[src/rtl/sim_pkg.sv]
// Shared definitions for the Game-of-Life simulation sequencer.
//   sim_state_e      : sequencer FSM states
//   DEF_BASE_PERIOD  : default cycles per generation at the slowest speed
//   DEF_DEBOUNCE_CYC : default stable cycles before a debounced input changes
//   DEF_TIMEOUT_CYC  : default cycle budget for one engine generation
package sim_pkg;

  typedef enum logic [2:0] {
    IDLE   = 3'd0,
    WAIT   = 3'd1,
    UPDATE = 3'd2,
    SWAP   = 3'd3,
    CLEAR  = 3'd4
  } sim_state_e;

  localparam int DEF_BASE_PERIOD  = 100_000_000;
  localparam int DEF_DEBOUNCE_CYC = 1_000_000;
  localparam int DEF_TIMEOUT_CYC  = 50_000_000;

endpackage

[src/rtl/sim_debounce.sv]
// Switch/button conditioner: 2-flop synchroniser, stable-time debouncer and
// edge detector.
//   clk, rst_n : clock, asynchronous active-low reset
//   din_i      : raw asynchronous switch level
//   rise_o     : 1-cycle pulse when the debounced level goes 0 -> 1
//   fall_o     : 1-cycle pulse when the debounced level goes 1 -> 0
module sim_debounce #(
  parameter int DEBOUNCE_CYC = sim_pkg::DEF_DEBOUNCE_CYC
) (
  input  logic clk,
  input  logic rst_n,
  input  logic din_i,
  output logic rise_o,
  output logic fall_o
);

  localparam int CNT_W = $clog2(DEBOUNCE_CYC + 1);

  logic [1:0]       sync_q;
  logic             level_q;
  logic [CNT_W-1:0] cnt_q;
  logic             rise_q;
  logic             fall_q;

  // NOTE: clocked state is only ever written with <= so every register samples
  // the pre-edge values of the others, independent of statement order.
  always_ff @(posedge clk or negedge rst_n) begin
    if (!rst_n) begin
      sync_q  <= '0;
      level_q <= 1'b0;
      cnt_q   <= '0;
      rise_q  <= 1'b0;
      fall_q  <= 1'b0;
    end else begin
      sync_q <= {sync_q[0], din_i};
      rise_q <= 1'b0;
      fall_q <= 1'b0;
      // Any sample that agrees with the current level restarts the stability window.
      if (sync_q[1] == level_q) begin
        cnt_q <= '0;
      end else if (cnt_q == CNT_W'(DEBOUNCE_CYC - 1)) begin
        level_q <= sync_q[1];
        cnt_q   <= '0;
        rise_q  <= sync_q[1];
        fall_q  <= ~sync_q[1];
      end else begin
        cnt_q <= cnt_q + CNT_W'(1);
      end
    end
  end

  assign rise_o = rise_q;
  assign fall_o = fall_q;

endmodule

[src/rtl/sim_sequencer.sv]
// Game-of-Life simulation sequencer: debounces run/clear/step controls, paces
// generations, handshakes with the engine (start/busy) and issues grid swaps.
// Optional feature macro: SIM_STEP_EN (single-step button in IDLE).
//   clk, rst_n    : clock, asynchronous active-low reset
//   sw_run        : run switch, rising edge toggles run mode
//   sw_clear      : clear switch, either edge clears the grid and stops
//   btn_step      : single-step button (used only with SIM_STEP_EN)
//   speed_sel     : speed index, period = BASE_PERIOD >> speed_sel (min 1)
//   game_busy     : engine busy
//   simulating    : run mode active
//   clear_grid    : 1-cycle pulse, clear grid
//   start_update  : 1-cycle pulse, start one engine generation
//   grid_swap     : 1-cycle pulse, swap front/back grids
//   generation    : completed generations, wraps
//   fault         : sticky engine-timeout flag, cleared by a clear
module sim_sequencer
  import sim_pkg::*;
#(
  parameter int BASE_PERIOD  = DEF_BASE_PERIOD,
  parameter int NUM_SPEEDS   = 4,
  parameter int DEBOUNCE_CYC = DEF_DEBOUNCE_CYC,
  parameter int TIMEOUT_CYC  = DEF_TIMEOUT_CYC,
  parameter int GEN_W        = 16,
  localparam int SPD_W       = (NUM_SPEEDS > 1) ? $clog2(NUM_SPEEDS) : 1
) (
  input  logic             clk,
  input  logic             rst_n,
  input  logic             sw_run,
  input  logic             sw_clear,
  input  logic             btn_step,
  input  logic [SPD_W-1:0] speed_sel,
  input  logic             game_busy,
  output logic             simulating,
  output logic             clear_grid,
  output logic             start_update,
  output logic             grid_swap,
  output logic [GEN_W-1:0] generation,
  output logic             fault
);

  localparam int TMR_W = $clog2(BASE_PERIOD + 1);
  localparam int TO_W  = $clog2(TIMEOUT_CYC + 1);

  // Value loaded into the wait timer; WAIT lasts exactly one period because the
  // start is issued in the cycle the timer reads zero.
  function automatic logic [TMR_W-1:0] reload_val(input logic [SPD_W-1:0] sel);
    logic [TMR_W-1:0] p;
    p = TMR_W'(BASE_PERIOD) >> sel;
    if (p == '0) p = TMR_W'(1);
    return p - TMR_W'(1);
  endfunction

  // ---------------- input conditioning ----------------
  logic run_rise, clr_rise, clr_fall, step_rise;
  logic unused_run_fall;

  sim_debounce #(.DEBOUNCE_CYC(DEBOUNCE_CYC)) u_run_db (
    .clk(clk), .rst_n(rst_n), .din_i(sw_run), .rise_o(run_rise), .fall_o(unused_run_fall)
  );

  sim_debounce #(.DEBOUNCE_CYC(DEBOUNCE_CYC)) u_clr_db (
    .clk(clk), .rst_n(rst_n), .din_i(sw_clear), .rise_o(clr_rise), .fall_o(clr_fall)
  );

`ifdef SIM_STEP_EN
  logic unused_step_fall;
  sim_debounce #(.DEBOUNCE_CYC(DEBOUNCE_CYC)) u_step_db (
    .clk(clk), .rst_n(rst_n), .din_i(btn_step), .rise_o(step_rise), .fall_o(unused_step_fall)
  );
`else
  // The step button is deliberately ignored in this build.
  logic unused_step;
  assign unused_step = btn_step;
  assign step_rise   = 1'b0;
`endif

  logic clr_edge;
  assign clr_edge = clr_rise | clr_fall;

  // ---------------- FSM and datapath state ----------------
  sim_state_e       state_q, state_d;
  logic             sim_q, sim_d;
  logic [TMR_W-1:0] timer_q, timer_d;
  logic [GEN_W-1:0] gen_q, gen_d;
  logic             fault_q, fault_d;
  logic             clr_pend_q, clr_pend_d;
  logic             run_pend_q, run_pend_d;
  logic             seen_busy_q, seen_busy_d;
  logic [TO_W-1:0]  to_cnt_q, to_cnt_d;
  logic             start_q, start_d;

  always_ff @(posedge clk or negedge rst_n) begin
    if (!rst_n) begin
      state_q     <= IDLE;
      sim_q       <= 1'b0;
      timer_q     <= '0;
      gen_q       <= '0;
      fault_q     <= 1'b0;
      clr_pend_q  <= 1'b0;
      run_pend_q  <= 1'b0;
      seen_busy_q <= 1'b0;
      to_cnt_q    <= '0;
      start_q     <= 1'b0;
    end else begin
      state_q     <= state_d;
      sim_q       <= sim_d;
      timer_q     <= timer_d;
      gen_q       <= gen_d;
      fault_q     <= fault_d;
      clr_pend_q  <= clr_pend_d;
      run_pend_q  <= run_pend_d;
      seen_busy_q <= seen_busy_d;
      to_cnt_q    <= to_cnt_d;
      start_q     <= start_d;
    end
  end

  // NOTE: every signal driven here gets a hold-value default first, so no
  // path through the case leaves one unassigned and no latch is inferred.
  always_comb begin
    state_d     = state_q;
    sim_d       = sim_q;
    timer_d     = timer_q;
    gen_d       = gen_q;
    fault_d     = fault_q;
    clr_pend_d  = clr_pend_q;
    run_pend_d  = run_pend_q;
    seen_busy_d = seen_busy_q;
    to_cnt_d    = to_cnt_q;
    start_d     = 1'b0;

    case (state_q)
      IDLE: begin
        if (clr_edge) begin
          state_d = CLEAR;
        end else if (run_rise) begin
          sim_d   = 1'b1;
          timer_d = reload_val(speed_sel);
          state_d = WAIT;
        end else if (step_rise && !sim_q) begin
          start_d     = 1'b1;
          seen_busy_d = 1'b0;
          to_cnt_d    = '0;
          clr_pend_d  = 1'b0;
          run_pend_d  = 1'b0;
          state_d     = UPDATE;
        end
      end

      WAIT: begin
        if (clr_edge) begin
          state_d = CLEAR;
        end else if (run_rise) begin
          sim_d   = 1'b0;
          state_d = IDLE;
        end else if (timer_q == '0) begin
          start_d     = 1'b1;
          seen_busy_d = 1'b0;
          to_cnt_d    = '0;
          clr_pend_d  = 1'b0;
          run_pend_d  = 1'b0;
          state_d     = UPDATE;
        end else if (!game_busy) begin
          timer_d = timer_q - TMR_W'(1);
        end
      end

      UPDATE: begin
        if (game_busy) seen_busy_d = 1'b1;
        // A clear arriving together with a run edge swallows the run edge.
        if (clr_edge)      clr_pend_d = 1'b1;
        else if (run_rise) run_pend_d = 1'b1;
        to_cnt_d = to_cnt_q + TO_W'(1);
        // Done requires busy to have been seen, so a late-starting engine is
        // never mistaken for a finished one.
        if (seen_busy_q && !game_busy) begin
          state_d = (clr_pend_q || clr_edge) ? CLEAR : SWAP;
        end else if (to_cnt_q == TO_W'(TIMEOUT_CYC - 1)) begin
          fault_d = 1'b1;
          sim_d   = 1'b0;
          state_d = (clr_pend_q || clr_edge) ? CLEAR : IDLE;
        end
      end

      SWAP: begin
        gen_d = gen_q + GEN_W'(1);
        if (clr_edge) begin
          state_d = CLEAR;
        end else if (sim_q && !run_pend_q && !run_rise) begin
          timer_d = reload_val(speed_sel);
          state_d = WAIT;
        end else begin
          sim_d   = 1'b0;
          state_d = IDLE;
        end
      end

      CLEAR: begin
        sim_d      = 1'b0;
        gen_d      = '0;
        fault_d    = 1'b0;
        clr_pend_d = 1'b0;
        run_pend_d = 1'b0;
        state_d    = IDLE;
      end

      default: state_d = IDLE;
    endcase
  end

  // Pulses are decoded from distinct states (start only in the first UPDATE
  // cycle), so at most one of them is high in any cycle.
  always_comb begin
    clear_grid   = (state_q == CLEAR);
    grid_swap    = (state_q == SWAP);
    start_update = start_q;
  end

  assign simulating = sim_q;
  assign generation = gen_q;
  assign fault      = fault_q;

endmodule

[config.mk]
export PLATFORM = sky130hd
export DESIGN_NAME = sim_sequencer
export DESIGN_NICKNAME = d
export VERILOG_FILES = /design/src/rtl/sim_pkg.sv /design/src/rtl/sim_debounce.sv /design/src/rtl/sim_sequencer.sv
export SDC_FILE = /design/constraint.sdc
export NUM_CORES = 1
export LEC_CHECK = 0
export CORE_ASPECT_RATIO = 1.5
export CORE_UTILIZATION = 45
export CTS_BUF_LIST = sky130_fd_sc_hd__clkbuf_2 sky130_fd_sc_hd__clkbuf_4 sky130_fd_sc_hd__clkbuf_8
export DETAILED_ROUTE_END_ITERATION = 16
export GPL_ROUTABILITY_DRIVEN = 0
export GPL_TIMING_DRIVEN = 0
export PLACE_DENSITY = 0.59
export RECOVER_POWER = 50
export SLEW_MARGIN = 20
export SYNTH_ARGS = -nofsm -noshare
export SYNTH_HDL_FRONTEND = slang
export SYNTH_SLANG_ARGS = --single-unit
[constraint.sdc]
create_clock -name clk -period 3.6 [get_ports clk]
set_input_delay 0.72 -clock clk [delete_from_list [all_inputs] [get_ports clk]]
set_output_delay 0.72 -clock clk [all_outputs]
set_load 0.1 [all_outputs]
After elaboration in Yosys (flattened, before gate mapping)
Cells that the tools add are included.
- input bits: 8
- output and inout port bits: 21
- flip-flop bits (word level): 127
- word-level logic and storage cells: 153
- reductions and logical operators: 26
- mux-type cells: 67
- eq/ne operators: 29
- shift operators: 1
- $add $sub $neg: 7
- bitwise operators: 4
- operators with widths (kind ; count):
    $mux W27 ; 15
    $pmux W27 S3 ; 1
    $sub A27 B1 Y27 const B ; 3
    $mux W20 ; 4
    $mux W26 ; 3
    $logic_not A27 Y1 ; 2
    $pmux W26 S2 ; 1
    $add A20 B1 Y20 const B ; 2
    $eq A20 B20 Y1 const B ; 2
    $pmux W16 S2 ; 1
    $mux W3 ; 10
    $shr A27 B2 Y27 const A ; 1
    $add A26 B1 Y26 const B ; 1
    $eq A26 B26 Y1 const B ; 1
    $mux W1 ; 26
    $ne A2 B2 Y1 const B ; 13
    $reduce_and A9 Y1 ; 2
    $add A16 B1 Y16 const B ; 1
    $pmux W3 S4 ; 1
    $reduce_and A5 Y1 ; 2
    $ne A2 B1 Y1 const B ; 4
    $eq A3 B2 Y1 const B ; 2
    $pmux W1 S3 ; 2
    $reduce_and A3 Y1 ; 2
    20 further kinds ; 32

Depth between registers and ports, before layout
Gate-level depths: netlist (run 1).
- word-level depth: 10
- gate-level depth with buffers: 14
- depth with buffers taken out: 10

Cells and area by module
Synthesis (run 1) repeated with hierarchy kept, for this count alone.
- cells, all modules: 705
- area total of the unflattened synthesis: 6597.6 µm²
- by module, submodules not included (module ; cells an instance ; instances ; area an instance (µm²) ; sequential area each (µm²)):
    sim_sequencer ; 473 ; 1 ; 4250.3 ; 1951.9
    sim_debounce ; 116 ; 2 ; 1173.6 ; 625.6

Worst setup path after synthesis (run 1)
OpenSTA, ideal clock, no wires.
- path kind: reg-to-reg
- start point: reg state_q[2]
- end point: reg timer_q[24]
- clock period less this slack: 3.310 ns
- cell stages (with the launch flop): 14
- setup time: 0.124 ns
- buffers on the path: 4
- slack: 0.290 ns
- required time: 3.476 ns
- arrival time: 3.186 ns
- path through: dfrtp_1 > clkbuf_1 > nor3_1 > clkbuf_1 > buf_2 > nand2_1 > ha_1 > or4b_2 > clkbuf_1 > nor3_1 > nand2_1 > o311ai_0 > o41ai_1 > a211o_1
- word-level cells in the longest chain between the ends: 3
- elaborated cells on any way between the ends: 14
- those cells by class: 10 x eq/ne; 1 x mux; 3 x reduce/logical
- ends and longest elaborated chain (element ; line ; text):
    start, declared ; sim_sequencer.sv:81 ; sim_state_e state_q, state_d;
    start signal, assigned ; sim_sequencer.sv:105 ; state_q <= state_d;
    $eq A3 B1 Y1 (tied with other cells) ; sim_sequencer.sv:132 ; case (state_q)
    $ne A2 B2 Y1 (no source line) (tied with other cells) ; -- ;
    $reduce_and A9 Y1 (no source line) ; -- ;
    end signal, assigned ; sim_sequencer.sv:107 ; timer_q <= timer_d;
    end, declared ; sim_sequencer.sv:83 ; logic [TMR_W-1:0] timer_q, timer_d;
Several ways; a longest one is shown, not always the timed one.
A chain may end at the register's enable or synchronous reset.

Worst setup path after layout (run 1)
Ends and elaborated chain as after synthesis.

==> impl_metrics.toml, run 1 <==
[power]
powerDensity_nw_per_um2 = 386
max-vdd-ir-drop_mv = 0.296
p_leak_nw = 3.21

[sta]
finalHoldViolCount = 0
max_clock_freq_ghz = 0.293
setup_viol = 0
min_period_ns = 3.41
fin_crit_sh_pct = 94.7
slew_headroom_pct = -95.6
final_max_slew_viol_count = 53
fin_skew_ns = 0.0121
tightest_slew_ns = 2.93
tns_ns = 0
fin_ws_ns = 0.189
rsz0062_at_grt = "false"

[final_layout]
regArea_sq_um = 3180
nFillCells = 1341
finalNetCount = 765
fin_util_pct = 53.5
stdcell_area_sq_um = 7520
drive_above_1_share_pct = 9.54
stdcell_count = 957
diodes = 0
syn2layout_area_growth_pct = 15.9
multiInputGateArea_sq_um = 3140

[setup_path]
crit_path_start_kind = "flip-flop"
crit_fanout = 10
path_common_cell = "clkbuf_4"
crit_arrival_ns = 3.74
worstSetupPathType = "reg -> reg"
cp.required_ns = 3.93
crit_slowest_cell = "or4b_2"
cp_top_family = "simple AND/OR/NAND/NOR gates"
path_cells = "clkbuf_4 -> nor3_1 -> clkbuf_4 -> buf_2 -> nand2_1 -> ha_2 -> or4b_2 -> nor3_2 -> nand2_2 -> o311ai_1 -> o41ai_1 -> a211o_1"
end_kind = "flip-flop"
cp_num_buf_inv = 3
timing.critical_path.slowest_cell_delay_ns = 0.71

[logic_synthesis]
yosys.area.top_type = "dfrtp_1"
synth_common_cells = "dfrtp_1, nor2_1, nand2_1"
synth.most_common_cell = "dfrtp_1"
synth_flop_cell = "dfrtp_1"
yosys-top-cells-area = "dfrtp_1, nor2_1, xor2_1"
synth_top_cell_area_share_pct = 49.0
syn_nets = 715
synth-seq-cells = 127
syn_inst = 702
async_reset_ff_share_pct = 100
syn_area_sq_um = 6490
synth_edf_count = 0
yosysWarnings = 0
yosysSeqAreaShare_pct = 49.0
synth_area_per_cell_sq_um = 9.25
yosysUniqueCellTypes = 65

[clocking]
clk_pin_slew_ns = 0.08
clk_latency_ns = 0.44
tritoncts = "built"
ctsLongestPathBuffers = 2
root_buffer = "clkbuf_8"
htree_levels = 4
ctsHoldBuffers = 0
cts_buffers = 17
cts_sinks = 127

[flow_run]
maxCapViolCount = 1

[routing]
num_vias = 5305
drtPass1Iterations = 4
ant_nets = 0
wl_per_cell_um = 15.2
via_per_inst = 5.54
drtIter0Drc = 248
wl_um = 14500
drc = 0

[run_status]
status = "finished, violations left"
violations = "max-capacitance violations, max-slew violations"

[die]
fp.dieH_um = 149
start_util_pct = 46.2
coreArea_sq_um = 14100
dieArea_sq_um = 14900
top_level_ports = 29
die_w_um = 100
rows = 53

[placement]
post_dp_cell_area_sq_um = 7030
pre_cts_slack_ns = -0.396
dp_hpwl_um = 10300
dp_cells = 922
port_buffers = 27

[grt]
grt_pass1_wl_um = 24600
antenna_found_initial = 0
grt_use_total_pct = 21.0
grt_max_degree = 76
grt_pass1_vias = 5206
grt_remaining_overflow = 0

[hold_path]
hold_path_class = "reg -> reg"
## cells in the final DEF (no fill, tap or decap), types with 3 or more instances in the layout
cell,synthesis,routed
clkinv_4,0,4
buf_4,2,7
nand4_1,20,20
o22a_1,3,3
a31oi_1,8,8
clkbuf_1,16,13
clkinv_2,0,3
a311oi_1,4,4
inv_1,15,14
nor4b_1,4,4
nand2_1,53,52
mux2_2,3,3
nand3b_1,3,3
nor2_1,120,119
xnor2_1,26,26
nor2b_1,5,5
dfrtp_1,127,126
bufinv_16,0,4
and4_1,5,5
nor4_1,14,14
or3_1,14,14
nor3b_1,3,3
or2_2,5,5
a211oi_1,3,3
nor3_1,30,29
xor2_1,46,46
or4_1,4,4
buf_2,7,7
clkdlybuf4s50_1,0,22
and3_1,10,10
o21a_1,3,3
a21oi_1,34,34
clkbuf_8,0,19
o22ai_1,3,3
o21ai_0,32,32
nand3_1,33,33
ha_1,5,4
## cell families (layout without fill, tap and decap cells)
kind of cell / Yosys count / in the layout / synth area share, %
adders and majority gates: 5 / 5 / 0.964
AOI/OAI and AO/OA: 116 / 116 / 11.4
buffers and inverters: 43 / 106 / 2.85
DFF: 127 / 127 / 49.0
and+or+nand+nor: 336 / 336 / 25.5
xor gates and xnor gates: 72 / 72 / 9.71
muxes: 3 / 3 / 0.520
## final cells by class
| class | count | share of cell area, % |
|---|---|---|
| multi-input cells | 532 | 41.7 |
| flip-flops and latches | 127 | 42.3 |
| clock buffers | 19 | 3.48 |
| well taps | 192 | 3.19 |
| inverters | 15 | 0.749 |
| clock inverters | 13 | 2.48 |
| repair buffers | 33 | 4.37 |
| plain buffers | 26 | 1.71 |
## worst paths after layout
path	to	slack, ns	startpoint	cells after the start
worst max-delay path	timer_q[24]	0.19	state_q[2]	12
worst min-delay path	u_run_db.sync_q[1]	0.36	u_run_db.sync_q[0]	0
worst max register to register	timer_q[24]	0.19	state_q[2]	12
worst min register to register	u_run_db.sync_q[1]	0.36	u_run_db.sync_q[0]	0
max in group asynchronous	u_clr_db.cnt_q[7]	0.71	rst_n	1
min in group asynchronous	timer_q[8]	1.24	rst_n	1
## registers in the layout (all words and copies together), names as in the netlist
register and cells:
clr_pend_q 1, u_clr_db.sync_q 2, fault 1, u_run_db.level_q 1, u_clr_db.fall_o 1, u_run_db.sync_q 2, start_update 1, u_clr_db.rise_o 1
generation 16, u_clr_db.cnt_q 20, u_run_db.cnt_q 20, u_clr_db.level_q 1, u_run_db.rise_o 1, state_q 3, simulating 1, to_cnt_q 26
timer_q 27, seen_busy_q 1, run_pend_q 1
## per-layer routing
layer	vias to the layer above	routed length [um]	track usage, %
li1	2590	-	-
met1	2617	6060	23.4
met2	77	7820	37.4
met3	21	371	5.01
met4	0	280	9.86
met5	-	0	0
## through the flow
| step | total power (W) | hold slack [ns] |
|---|---|---|
| floorplan | 0.00150 | 0.331 |
| global placement | 0.00155 | 0.334 |
| detailed placement | 0.00156 | 0.339 |
| CTS | 0.00295 | 0.174 |
| global route | 0.00302 | 0.375 |
| finish | 0.00290 | 0.357 |
## report_power, final
group          leakage (nW)  switching [W]  internal, W
Clock                 0.226       0.000579     0.000794
Combinational          1.26      0.0000577    0.0000245
Sequential             1.72     0.00000960      0.00144
## what timing repair did
item,in CTS,in global routing
setup buffers,0,5
endpoints found under the setup margin,9,8
pin swaps,0,2
resized for setup,12,4
Note: power is estimated with default switching activity, not from simulation.
==> run 2: changes to the inputs <==
CORE_UTILIZATION = 25   (was 45)
PLACE_DENSITY = 0.37   (was 0.59)
clock period = 3.9 ns   (was 3.6 ns; I/O delays follow)
==> impl_metrics.toml, run 2 (same netlist as run 1, synthesis figures left out) <==
[clocking]
root_buffer = "clkbuf_8"
clk_pin_slew_ns = 0.08
htree_levels = 4
cts_sinks = 127
clk_latency_ns = 0.45
ctsHoldBuffers = 0
cts_buffers = 17
ctsLongestPathBuffers = 2
tritoncts = "built"

[final_layout]
stdcell_count = 1090
largest_reg_flops = 27
final_cell_mix = "dfrtp_1, nor2_1, nand2_1, xor2_1, a21oi_1"
diodes = 0
top_register = "timer_q"
stdcell_area_sq_um = 7640
finalNetCount = 762
final_common_cell = "dfrtp_1"
drive_above_1_share_pct = 9.06
syn2layout_area_growth_pct = 17.7
reg_top3 = "timer_q: 27 flops, to_cnt_q: 26 flops"
nFillCells = 2665

[placement]
post_dp_cell_area_sq_um = 7200
pre_cts_slack_ns = -0.368
dp_hpwl_um = 11900
dp_cells = 1058
port_buffers = 27

[sta]
tns_ns = 0
slew_headroom_pct = -75.8
finalHoldViolCount = 0
fin_crit_sh_pct = 94.8
max_clock_freq_ghz = 0.271
fin_skew_ns = 0.0138
fin_ws_ns = 0.205
min_period_ns = 3.70
setup_viol = 0
rsz0062_at_grt = "true"
hold_slack_ns = 0.360
final_max_slew_viol_count = 43
tightest_slew_ns = 2.64

[grt]
grt_remaining_overflow = 0
grt_pass1_vias = 5542
antenna_found_initial = 0
grt_max_degree = 86
grt_pass1_wl_um = 28100
grt_use_total_pct = 13.6

[power]
combPwrFrac_pct = 3.0
internal_power_w = 0.00199
power_frac_clock_pct = 46.3
max-vdd-ir-drop_mv = 0.184
p_leak_nw = 3.19
p_seq_share_pct = 50.7
powerDensity_nw_per_um2 = 344
switching_power_w = 0.000643
switching_share_pct = 24.4

[die]
fp.dieH_um = 199
coreArea_sq_um = 25300
die_w_um = 134
top_level_ports = 29
rows = 71
start_util_pct = 25.6
dieArea_sq_um = 26600

[setup_path]
crit_arrival_ns = 4.03
end_kind = "flip-flop"
cp.required_ns = 4.23
worstSetupPathType = "reg -> reg"
crit_path_start_kind = "flip-flop"
crit_fanout = 10

[routing]
via_per_inst = 4.88
wl_per_cell_um = 15.3
num_vias = 5317
drc = 0
wl_um = 16700
drtPass1Iterations = 4
drtIter0Drc = 261
ant_nets = 0

[hold_path]
hold_path_class = "reg -> reg"

[run_status]
status = "finished, violations left"
violations = "max-capacitance violations, max-slew violations"

[flow_run]
maxCapViolCount = 1
run 2: stage by stage:
step / util, % / total power [W]
after floorplan: - / 0.00139
after global placement: 28.3 / 0.00144
after detailed placement: 28.5 / 0.00144
after CTS: 30.2 / 0.00270
after global routing: 30.2 / 0.00277
final: 30.2 / 0.00263
run 2: worst max-delay path, stage by stage (launching register included):
cell and delay [ns]:
dfrtp_1 0.36, clkbuf_1 0.21, inv_2 0.16, nor3_2 0.09, clkbuf_2 0.24, buf_2 0.26, nand2_1 0.10, ha_2 0.25
or4b_2 0.61, clkbuf_1 0.20, nor3_2 0.21, nand2_2 0.19, o311ai_1 0.27, o41ai_1 0.13, a211o_1 0.27
run 2: final cells by class:
type	instances	area, sq um	area share (%)
Sequential cell	127	3180	41.6
Inverter	15	56.3	0.737
Clock buffer	17	234	3.06
Multi-Input combinational cell	532	3150	41.2
Tap cell	328	410	5.37
Timing Repair Buffer	28	295	3.86
Buffer	28	131	1.72
Clock inverter	15	186	2.44
run 2: worst paths after layout:
| path | startpoint | to | slack, ns | depth (start not counted) |
|---|---|---|---|---|
| min in group asynchronous | rst_n | timer_q[9] | 1.16 | 1 |
| worst max-delay path | state_q[0] | timer_q[24] | 0.20 | 14 |
| worst min register to register | u_run_db.sync_q[0] | u_run_db.sync_q[1] | 0.36 | 0 |
| max in group asynchronous | rst_n | generation[0] | 1.23 | 1 |
| worst max register to register | state_q[0] | timer_q[24] | 0.20 | 14 |
| worst min-delay path | u_run_db.sync_q[0] | u_run_db.sync_q[1] | 0.36 | 0 |
run 2: power groups by stage:
stage / combinational [W] / sequential, W / clock, W
floorplan: 0.0000309 / 0.00136 / 0
global placement: 0.0000778 / 0.00136 / 0
detailed placement: 0.0000827 / 0.00136 / 0
CTS: 0.0000833 / 0.00133 / 0.00128
global route: 0.0000907 / 0.00134 / 0.00134
finish: 0.0000777 / 0.00133 / 0.00122
run 2: routing by layer:
| layer | global-route usage (%) | part of all wire (%) | up-vias |
|---|---|---|---|
| li1 | - | - | 2577 |
| met2 | 24.7 | 53 | 73 |
| met3 | 2.74 | 2.7 | 25 |
| met4 | 6.57 | 2.2 | 0 |
| met1 | 15.0 | 42 | 2642 |
| met5 | 0 | 0 | - |
run 2: repair_timing:
item / in CTS / in global routing
buffers inserted: 0 / 0
gates resized for setup: 8 / 6
setup endpoints to repair: 8 / 8
==> run 3: changes to the inputs <==
ABC_AREA = 1   (was unset)
GPL_ROUTABILITY_DRIVEN = unset   (was 0)
PLACE_DENSITY = 0.36   (was 0.37)
==> impl_metrics.toml, run 3 <==
[routing]
drtIter0Drc = 239
ant_nets = 0
wl_um = 23400
via_per_inst = 4.52
drc = 0
drtPass1Iterations = 5
wl_per_cell_um = 15.7
num_vias = 6743

[sta]
tns_ns = 0
fin_skew_ns = 0.0144
setup_viol = 0
slew_headroom_pct = -93.5
max_clock_freq_ghz = 0.278
rsz0062_at_grt = "false"
hold_slack_ns = 0.351
final_max_slew_viol_count = 54
finalHoldViolCount = 0
tightest_slew_ns = 2.90
min_period_ns = 3.59
fin_crit_sh_pct = 92.1

[flow_run]
maxCapViolCount = 1

[logic_synthesis]
synth-seq-cells = 127
yosys.area.top_type = "dfrtp_1"
synth_flop_cell = "dfrtp_1"
yosys-top-cells-area = "dfrtp_1, nand2_1, nor2_1"
synth_top_cell_area_share_pct = 41.8
yosysSeqAreaShare_pct = 41.8
async_reset_ff_share_pct = 100
synth.most_common_cell = "nand2_1"
syn_area_sq_um = 7610
synth_common_cells = "nand2_1, nor2_1, dfrtp_1, inv_1, nand3_1"
syn_inst = 1037
syn_nets = 1050
yosysUniqueCellTypes = 47
yosysWarnings = 0
synth_edf_count = 0
synth_area_per_cell_sq_um = 7.33

[run_status]
violations = "max-capacitance violations, max-slew violations"
status = "finished, violations left"

[setup_path]
cp.required_ns = 3.12
r2r_slack_ns = 1.48
timing.critical_path.slowest_cell_delay_ns = 1.19
cp_top_family = "buffers and inverters"
reg2regPathDepth = 14
worstReg2RegEnd = "timer_q[26]"
path_cells = "buf_4 -> nor2_1 -> nand2_1 -> clkinv_1 -> clkdlybuf4s50_1"
cp_num_cells = 5
crit_slowest_cell = "clkdlybuf4s50_1"
cp_num_buf_inv = 3
end_kind = "primary output"
worstSetupPathType = "reg -> out"
cp-endpoint = "grid_swap"
crit_fanout = 9
worstReg2RegStart = "state_q[2]"
crit_path_start_kind = "flip-flop"
cp-startpoint = "state_q[2]"
crit_arrival_ns = 2.81

[clocking]
tritoncts = "built"
cts_resized = 0
htree_levels = 4
cts_buffers = 17
root_buffer = "clkbuf_8"
clk_pin_slew_ns = 0.08
ctsHoldBuffers = 0
clk_latency_ns = 0.47
cts_setup_buffers = 0
ctsLongestPathBuffers = 2
cts_sinks = 127

[die]
rows = 77
dieArea_sq_um = 31100
top_level_ports = 29
fp.dieH_um = 216
coreArea_sq_um = 29700
start_util_pct = 25.6
die_w_um = 144

[final_layout]
syn2layout_area_growth_pct = 15.8
final_common_cell = "nand2_1"
largest_reg_flops = 27
top_register = "timer_q"
reg_top3 = "timer_q: 27 flops, to_cnt_q: 26 flops"
stdcell_count = 1493
final_cell_mix = "nand2_1, nor2_1, inv_1, dfrtp_1, nand3_1"
drive_above_1_share_pct = 9.48
finalNetCount = 1097

[placement]
gp_congestion = 0.888
dp_hpwl_um = 18000
dp_cells = 1460
port_buffers = 27

[grt]
grt_pass1_wl_um = 38100
grt_max_degree = 75
antenna_found_initial = 0
grt_pass1_vias = 6962
grt_remaining_overflow = 0
grt_use_total_pct = 16.2

[power]
power_w = 0.00320
powerDensity_nw_per_um2 = 363
max-vdd-ir-drop_mv = 0.187
p_leak_nw = 4.00

[hold_path]
hold_path_class = "reg -> reg"
[run 3: changes by cell type in the layout (fill, tap and decap cells not counted), moves of 15 or more]
| cell | change |
|---|---|
| xnor2_1 | -17 |
| inv_1 | +113 |
| nand2_1 | +175 |
| nor2_1 | +32 |
| nor3_1 | +17 |
| a21oi_1 | -15 |
| nand3_1 | +61 |
[run 3: cell type report]
| type | count | area [sq um] |
|---|---|---|
| Timing Repair Buffer | 28 | 298 |
| Clock buffer | 22 | 297 |
| Inverter | 136 | 510 |
| Sequential cell | 127 | 3180 |
| Fill cell | 3320 | 20900 |
| Clock inverter | 10 | 110 |
| Antenna cell | 1 | 2.50 |
| Tap cell | 395 | 494 |
| Multi-Input combinational cell | 757 | 3800 |
| Buffer | 17 | 116 |
[run 3: how the worst min path moves through the flow]
stage	startpoint	endpoint	slack (ns)	cells after the start
final	u_run_db.sync_q[0]	u_run_db.sync_q[1]	0.35	0
after global routing	u_run_db.sync_q[0]	u_run_db.sync_q[1]	0.36	0
after CTS	rst_n	generation[14]	0.21	1
after detailed placement	u_run_db.sync_q[0]	u_run_db.sync_q[1]	0.34	0
after global placement	u_run_db.sync_q[0]	u_run_db.sync_q[1]	0.34	0
after floorplan	u_clr_db.sync_q[0]	u_clr_db.sync_q[1]	0.33	0
[run 3: report_power, final]
group	internal, W	total [W]	switching [W]
logic	0.000182	0.000542	0.000361
registers	0.00138	0.00145	0.0000709
clock network	0.000639	0.00120	0.000565
total	0.00220	0.00320	0.000997
[run 3: logic make-up (layout without fill, tap and decap cells)]
family	after synthesis	after routing	synth area share [%]
compound gates	103	103	7.65
xor+xnor	41	41	4.72
fa+ha+maj	5	5	0.823
buf+inv	153	213	8.24
flops	127	127	41.8
other cells	0	1	0
simple gates	608	608	36.8
[run 3: worst register-to-register path, cell delays in order, from the launching register on]
cell	delay, ns
dfrtp_1	0.36
buf_4	0.17
inv_1	0.10
nand2_1	0.08
nor2_1	0.43
nand2_1	0.17
ha_1	0.27
nand3_2	0.12
nor2_4	0.08
nand2_2	0.15
nor2_1	0.11
nand3_1	0.09
nand2_1	0.05
nand3_1	0.07
nand2_1	0.06
[run 3: routing by layer]
layer	part of all wire (%)	up-vias	wire length (um)	track usage, %
li1	-	3452	-	-
met5	0	-	0	0
met4	3.2	0	756	7.40
met1	40	3162	9430	17.3
met3	2.2	36	504	2.62
met2	54	93	12700	30.5
[run 3: metrics by stage]
stage                     utilization, %  cell area, sq um  setup slack, ns
after global routing                29.7              8800            0.116
after global placement              28.2              8370            -3.94
after CTS                           29.7              8810            0.186
after detailed placement            28.3              8400            0.728
final                               29.7              8810            0.307
after floorplan                        -              7610             1.51
